## src/rtl/cam_frame_writer.sv

```systemverilog
// OV7670-style camera bus to QVGA frame buffer writer with snapshot handshake.
// Optional macro FW_DECIMATE_EN: VGA source, keep even-x/even-y pixels only.
module cam_frame_writer #(
  parameter int H_PIX   = 320,
  parameter int V_LINES = 240,
  parameter int ADDR_W  = 17
) (
  input  logic              clk,
  input  logic              reset_n,
  input  logic              cam_pclk,
  input  logic              cam_href,
  input  logic              cam_vsync,
  input  logic [7:0]        cam_data,
  input  logic              cap_val,
  output logic              we,
  output logic [ADDR_W-1:0] wAddr,
  output logic [15:0]       wData,
  output logic              cap_we,
  output logic              cap_busy,
  output logic              cap_done,
  output logic              frame_done,
  output logic              line_err
);

`ifdef FW_DECIMATE_EN
  localparam int SH = 1;
`else
  localparam int SH = 0;
`endif
  localparam int SRC_H = H_PIX << SH;
  localparam int SRC_V = V_LINES << SH;
  localparam int XW    = $clog2(SRC_H + 2);
  localparam int YW    = $clog2(SRC_V + 2);
  localparam logic [XW-1:0] X_LIM = XW'(SRC_H);
  localparam logic [YW-1:0] Y_LIM = YW'(SRC_V);

  typedef enum logic [1:0] {WAIT_VSYNC, BLANK, ACTIVE} state_t;

  state_t            state_q, state_d;
  logic [2:0]        pclk_q, pclk_d;
  logic [1:0]        href_q, href_d, vsync_q, vsync_d;
  logic [1:0][7:0]   data_q, data_d;
  logic              href_p_q, href_p_d, vsync_p_q, vsync_p_d;
  logic [XW-1:0]     x_q, x_d;
  logic [YW-1:0]     y_q, y_d;
  logic              phase_q, phase_d;
  logic [7:0]        hi_q, hi_d;
  logic              armed_q, armed_d, snap_q, snap_d;
  logic              we_q, we_d, cap_we_q, cap_we_d;
  logic [ADDR_W-1:0] waddr_q, waddr_d;
  logic [15:0]       wdata_q, wdata_d;
  logic              cap_busy_q, cap_busy_d, cap_done_q, cap_done_d;
  logic              frame_done_q, frame_done_d, line_err_q, line_err_d;

  logic       prise, href_s, vs_s, vs_rise, vs_fall, href_fall, keep;
  logic [7:0] byte_s;

  // href/vsync/data come from the same synced stage as pclk, so they stay aligned
  assign prise     = pclk_q[1] & ~pclk_q[2];
  assign href_s    = href_q[1];
  assign vs_s      = vsync_q[1];
  assign byte_s    = data_q[1];
  assign vs_rise   = vs_s & ~vsync_p_q;
  assign vs_fall   = ~vs_s & vsync_p_q;
  assign href_fall = ~href_s & href_p_q;

`ifdef FW_DECIMATE_EN
  assign keep = ~x_q[0] & ~y_q[0];
`else
  assign keep = 1'b1;
`endif

  always_comb begin
    pclk_d       = {pclk_q[1:0], cam_pclk};
    href_d       = {href_q[0], cam_href};
    vsync_d      = {vsync_q[0], cam_vsync};
    data_d       = {data_q[0], cam_data};
    state_d      = state_q;
    href_p_d     = href_p_q;
    vsync_p_d    = vsync_p_q;
    x_d          = x_q;
    y_d          = y_q;
    phase_d      = phase_q;
    hi_d         = hi_q;
    armed_d      = armed_q;
    snap_d       = snap_q;
    we_d         = 1'b0;
    cap_we_d     = 1'b0;
    waddr_d      = waddr_q;
    wdata_d      = wdata_q;
    cap_done_d   = 1'b0;
    frame_done_d = 1'b0;
    line_err_d   = line_err_q;

    // href/vsync edges are judged between successive pclk rises
    if (prise) begin
      href_p_d  = href_s;
      vsync_p_d = vs_s;
    end

    case (state_q)
      WAIT_VSYNC: if (prise && vs_rise) state_d = BLANK;
      BLANK: begin
        x_d     = '0;
        y_d     = '0;
        phase_d = 1'b0;
        if (prise && vs_fall) begin
          state_d = ACTIVE;
          snap_d  = armed_q;
          armed_d = 1'b0;
        end
      end
      ACTIVE: if (prise) begin
        // line closes before the frame when both happen on one rise
        if (href_fall) begin
          if (x_q != '0) y_d = (y_q == '1) ? y_q : y_q + 1'b1;
          if (x_q != X_LIM) line_err_d = 1'b1;
          x_d     = '0;
          phase_d = 1'b0;
        end
        if (vs_rise) begin
          frame_done_d = 1'b1;
          cap_done_d   = snap_q;
          snap_d       = 1'b0;
          phase_d      = 1'b0;
          state_d      = BLANK;
        end else if (href_s) begin
          if (!phase_q) begin
            hi_d    = byte_s;
            phase_d = 1'b1;
          end else begin
            phase_d = 1'b0;
            wdata_d = {hi_q, byte_s};
            x_d     = (x_q == '1) ? x_q : x_q + 1'b1;
            if (x_q < X_LIM && y_q < Y_LIM && keep) begin
              we_d     = 1'b1;
              cap_we_d = snap_q;
              waddr_d  = ADDR_W'(y_q >> SH) * ADDR_W'(H_PIX) + ADDR_W'(x_q >> SH);
            end
          end
        end
      end
      default: state_d = WAIT_VSYNC;
    endcase

    if (cap_val && !cap_busy_q) armed_d = 1'b1;
    // busy stays up through the cap_done cycle and drops one cycle after
    cap_busy_d = armed_d | snap_d | cap_done_d;
  end

  always_ff @(posedge clk or negedge reset_n) begin
    if (!reset_n) begin
      state_q      <= WAIT_VSYNC;
      pclk_q       <= '0;
      href_q       <= '0;
      vsync_q      <= '0;
      data_q       <= '0;
      href_p_q     <= 1'b0;
      vsync_p_q    <= 1'b0;
      x_q          <= '0;
      y_q          <= '0;
      phase_q      <= 1'b0;
      hi_q         <= '0;
      armed_q      <= 1'b0;
      snap_q       <= 1'b0;
      we_q         <= 1'b0;
      cap_we_q     <= 1'b0;
      waddr_q      <= '0;
      wdata_q      <= '0;
      cap_busy_q   <= 1'b0;
      cap_done_q   <= 1'b0;
      frame_done_q <= 1'b0;
      line_err_q   <= 1'b0;
    end else begin
      state_q      <= state_d;
      pclk_q       <= pclk_d;
      href_q       <= href_d;
      vsync_q      <= vsync_d;
      data_q       <= data_d;
      href_p_q     <= href_p_d;
      vsync_p_q    <= vsync_p_d;
      x_q          <= x_d;
      y_q          <= y_d;
      phase_q      <= phase_d;
      hi_q         <= hi_d;
      armed_q      <= armed_d;
      snap_q       <= snap_d;
      we_q         <= we_d;
      cap_we_q     <= cap_we_d;
      waddr_q      <= waddr_d;
      wdata_q      <= wdata_d;
      cap_busy_q   <= cap_busy_d;
      cap_done_q   <= cap_done_d;
      frame_done_q <= frame_done_d;
      line_err_q   <= line_err_d;
    end
  end

  assign we         = we_q;
  assign wAddr      = waddr_q;
  assign wData      = wdata_q;
  assign cap_we     = cap_we_q;
  assign cap_busy   = cap_busy_q;
  assign cap_done   = cap_done_q;
  assign frame_done = frame_done_q;
  assign line_err   = line_err_q;

endmodule

```

## config.mk

```make
export PLATFORM = sky130hd
export DESIGN_NAME = cam_frame_writer
export DESIGN_NICKNAME = d
export VERILOG_FILES = /design/src/rtl/cam_frame_writer.sv
export SDC_FILE = /design/constraint.sdc
export NUM_CORES = 1
export LEC_CHECK = 0
export ABC_AREA = 1
export BUFFER_PORTS_ARGS = -buffer_cell sky130_fd_sc_hd__buf_2
export CAP_MARGIN = 10
export CORE_MARGIN = 5
export CORE_UTILIZATION = 30
export CTS_CLUSTER_DIAMETER = 120
export CTS_CLUSTER_SIZE = 30
export DETAILED_ROUTE_END_ITERATION = 8
export PLACE_DENSITY = 0.5
export SLEW_MARGIN = 15
export SYNTH_ARGS = -nofsm -noshare
export SYNTH_HDL_FRONTEND = slang
export SYNTH_SLANG_ARGS = --single-unit
```

## constraint.sdc

```tcl
create_clock -name clk -period 2.8 [get_ports clk]
set_input_delay 0.56 -clock clk [delete_from_list [all_inputs] [get_ports clk]]
set_output_delay 0.56 -clock clk [all_outputs]
set_load 0.02 [all_outputs]
```

==> impl_results.md <==
* Status: complete, no violations
* CP max FO at 6
* Die Footprint at 17300 um^2
* NetSw at 0.00124 W
* TNS Setup at 0 ns
* Combinational family with the most area after synthesis: simple AND/OR/NAND/NOR gates
* H-tree level count at 3
* Die Ht at 132 um
* Postcts setup bufs at 0
* LEAKAGE at between 2 and 3 nW
* Grt met2 use at 0.165
* Worst Max-Slew Pin Slew at slightly above 0.6 ns
* DR vias at 3220
* Final setup fails at 0
* R2R Path End: wAddr[15]
* XOR/XNOR Fraction of Synth Area at 0.0178
* Synth Area in Compound Gates at 0.103
* CP arrival at approximately 2.7 ns
* Clock Sinks at 94
* Fin. Hold Viols at 0
* Required time worst endpoint at 3.03 ns
* Vias in the first global route at 3169
* M3 GR Usage at 0.0291
* Flop2flop setup slack at 0.33 ns
* VDD IR max at 0.000387 V
* Post-Synth Adder-Cell Area at 0.0710
* Hold-fix buffers, CTS at 0
* Clk pwr share at 0.333
* Fmax at 0.404 GHz
* Worst Slack Setup Final at 0.328 ns
* Max Cap Viol at 0
* Antenna-violating nets left at 0
* Crit path kind: reg -> reg
* Post-synthesis mux area share at 0.0203
* # diodes at 0
* YS warnings at 0
* DRT Wirelength at 8880 um
* Pre-CTS setup slack at 0.339 ns
* Layout cells sized above 1 at 0.186
* CP startpoint: y_q[3]
* Register area share after synthesis at 0.530
* P_int at 0.00252 W
* CTS tree: yes
* Busiest metal layer after global routing: met2
* WL/cell at 12.3 um
* Tcrit/Tclk final at 0.883
* Root buffer cell: clkbuf_16
* # rows at 44
* Syn Nets at 511
* Clk_skew at 0.0105 ns
* Clk_lat worst skew at about 0.35 ns
* Met1 Track Usage GR at 0.145
* Post-synthesis cell count at ~470
* Worst setup SP type: flop
* Post-Synth Simple-Gate Area at 0.193
* Worst rel slew slack at 0.588
* Unrepaired setup endpoints after global routing: no
* Unique masters post-synth at 37
* TritonRoute pass-1 iters at 4
* Hpwl dp at 6500 um
* Avg Synthesized Cell Area at 9.39 um^2
* GPL Wtd Cong at 0.775
* Synth Flop Type: dfrtp_1
* CTS buffer count at 9
* Largest net degree at the start of global routing at 46
* End of the critical path: wAddr[15]
* GR Util All Layers at 0.108
* Crit path capture type: flop
* Combinational Power Share at 0.228
* Hold slack at 0.237 ns
* Final min period at 2.47 ns
* Vias per cell at roughly 4.5
* Worst r2r src: y_q[3]
* Reg2reg path depth at 13
* Total power at 0.00376 W
* Max-slew violations at 0
* Post-synth EDFFs at 0
* Initial antenna violation count at 0
* Seq pwr share at 0.439
* Hold Path Class: in -> async
* Buffers added on ports at 52
* Sw frac at 0.329
* Yosys reg bits at 94
* First-pass GRT wire length at 15500 um
* P&R area growth vs syn at 17.8%
* Async SR Flop Fraction at 1.00
* Clock transition at path regs at 0.07 ns
* Mapped cell area at 4440 um^2
* Initial drt markers at 190
* Final Util at 0.360
* Chip width at 132 um
* Starting density of the core at 0.305
* Final #Nets at 571
* Total grt overflow at 0
* Clock buffer depth at 2
* Core box area at around 15000 um^2
* Pwr/cell area at 719 nW/um^2
* DRC at 0
* CTS resizes at 0
* I/O pin total at 53
routing by layer:
metal  vias to the layer above  share of wire
met5                         -              0
met4                         0          0.018
met3                        12          0.041
met1                      1486           0.49
li1                       1668              -
met2                        54           0.45
layout by cell type (no fill, tap or decap), types with 8 or more instances in the layout:
cell type  count
a21oi_1       11
o21ai_0       39
nand2_1      103
mux2_2         8
inv_1         59
buf_2         51
nand3_1       32
o21ai_2        9
clkbuf_16      9
ha_1          22
dfrtp_1       94
nor2_1        36
layout make-up:
cell class,count,area (um^2)
Tap cell,184,230
Multi-Input combinational cell,310,1800
Sequential cell,94,2350
Clock inverter,6,75.1
Clock buffer,10,229
Fill cell,1527,9300
Inverter,61,231
Timing Repair Buffer,57,313
synth_stat cells (3+ instances only):
cell type,n,share of area
a21oi_1,11,0.012
mux2_2,8,0.020
o21ai_0,39,0.044
nand3_1,32,0.036
ha_1,22,0.062
buf_2,3,0.0034
nand4_1,7,0.0099
nor3_1,5,0.0056
inv_1,59,0.050
nor2_1,36,0.030
o21ai_2,9,0.018
o21ai_1,5,0.0056
xor2_1,7,0.014
o22ai_1,4,0.0056
dfrtp_1,94,0.53
nand2_1,103,0.087
state kept, by name (all words and copies together) (netlist names), 2 cells and up:
register	count
x_q	9
byte_s	8
wData	16
wAddr	17
href_q	2
vsync_q	2
hi_q	8
data_d	8
pclk_q	3
state_q	2
y_q	8
stage by stage:
step,std cells,area (um^2)
after global placement,706,4930
final,722,5230
after detailed placement,706,4930
after global routing,722,5230
after floorplan,473,4440
after CTS,722,5230
kinds of logic after synthesis:
kind of cell | Yosys count
and+or+nand+nor | 192
xor gates and xnor gates | 9
AOI/OAI and AO/OA | 77
buffers and inverters | 69
DFF | 94
adders and majority gates | 24
muxes | 8
worst min path at each step:
stage,start,endpoint,cells past startpoint
CTS,reset_n,frame_done,1
global route,reset_n,armed_q,1
finish,reset_n,frame_done,1
detailed placement,data_d[8],byte_s[0],0
global placement,data_d[10],byte_s[2],0
floorplan,reset_n,armed_q,0
power groups by stage:
stage,clock network [W],registers [W],logic (W)
after CTS,0.00131,0.00165,0.000868
after global placement,0,0.00167,0.000854
final,0.00125,0.00165,0.000856
after detailed placement,0,0.00168,0.000864
after floorplan,0,0.00175,0.000517
after global routing,0.00135,0.00168,0.000972
critical path, cell delays in order (launching register included):
cell     delay, ns
dfrtp_1       0.45
ha_1          0.31
ha_1          0.24
fa_1          0.44
nand2_1       0.08
inv_1         0.04
nor2_1        0.15
nand3_1       0.12
nor2_1        0.15
nand2_1       0.11
nor2_1        0.10
nand2_1       0.06
nand3_1       0.08
nand2_1       0.05
(Power assumes the default switching activity.)
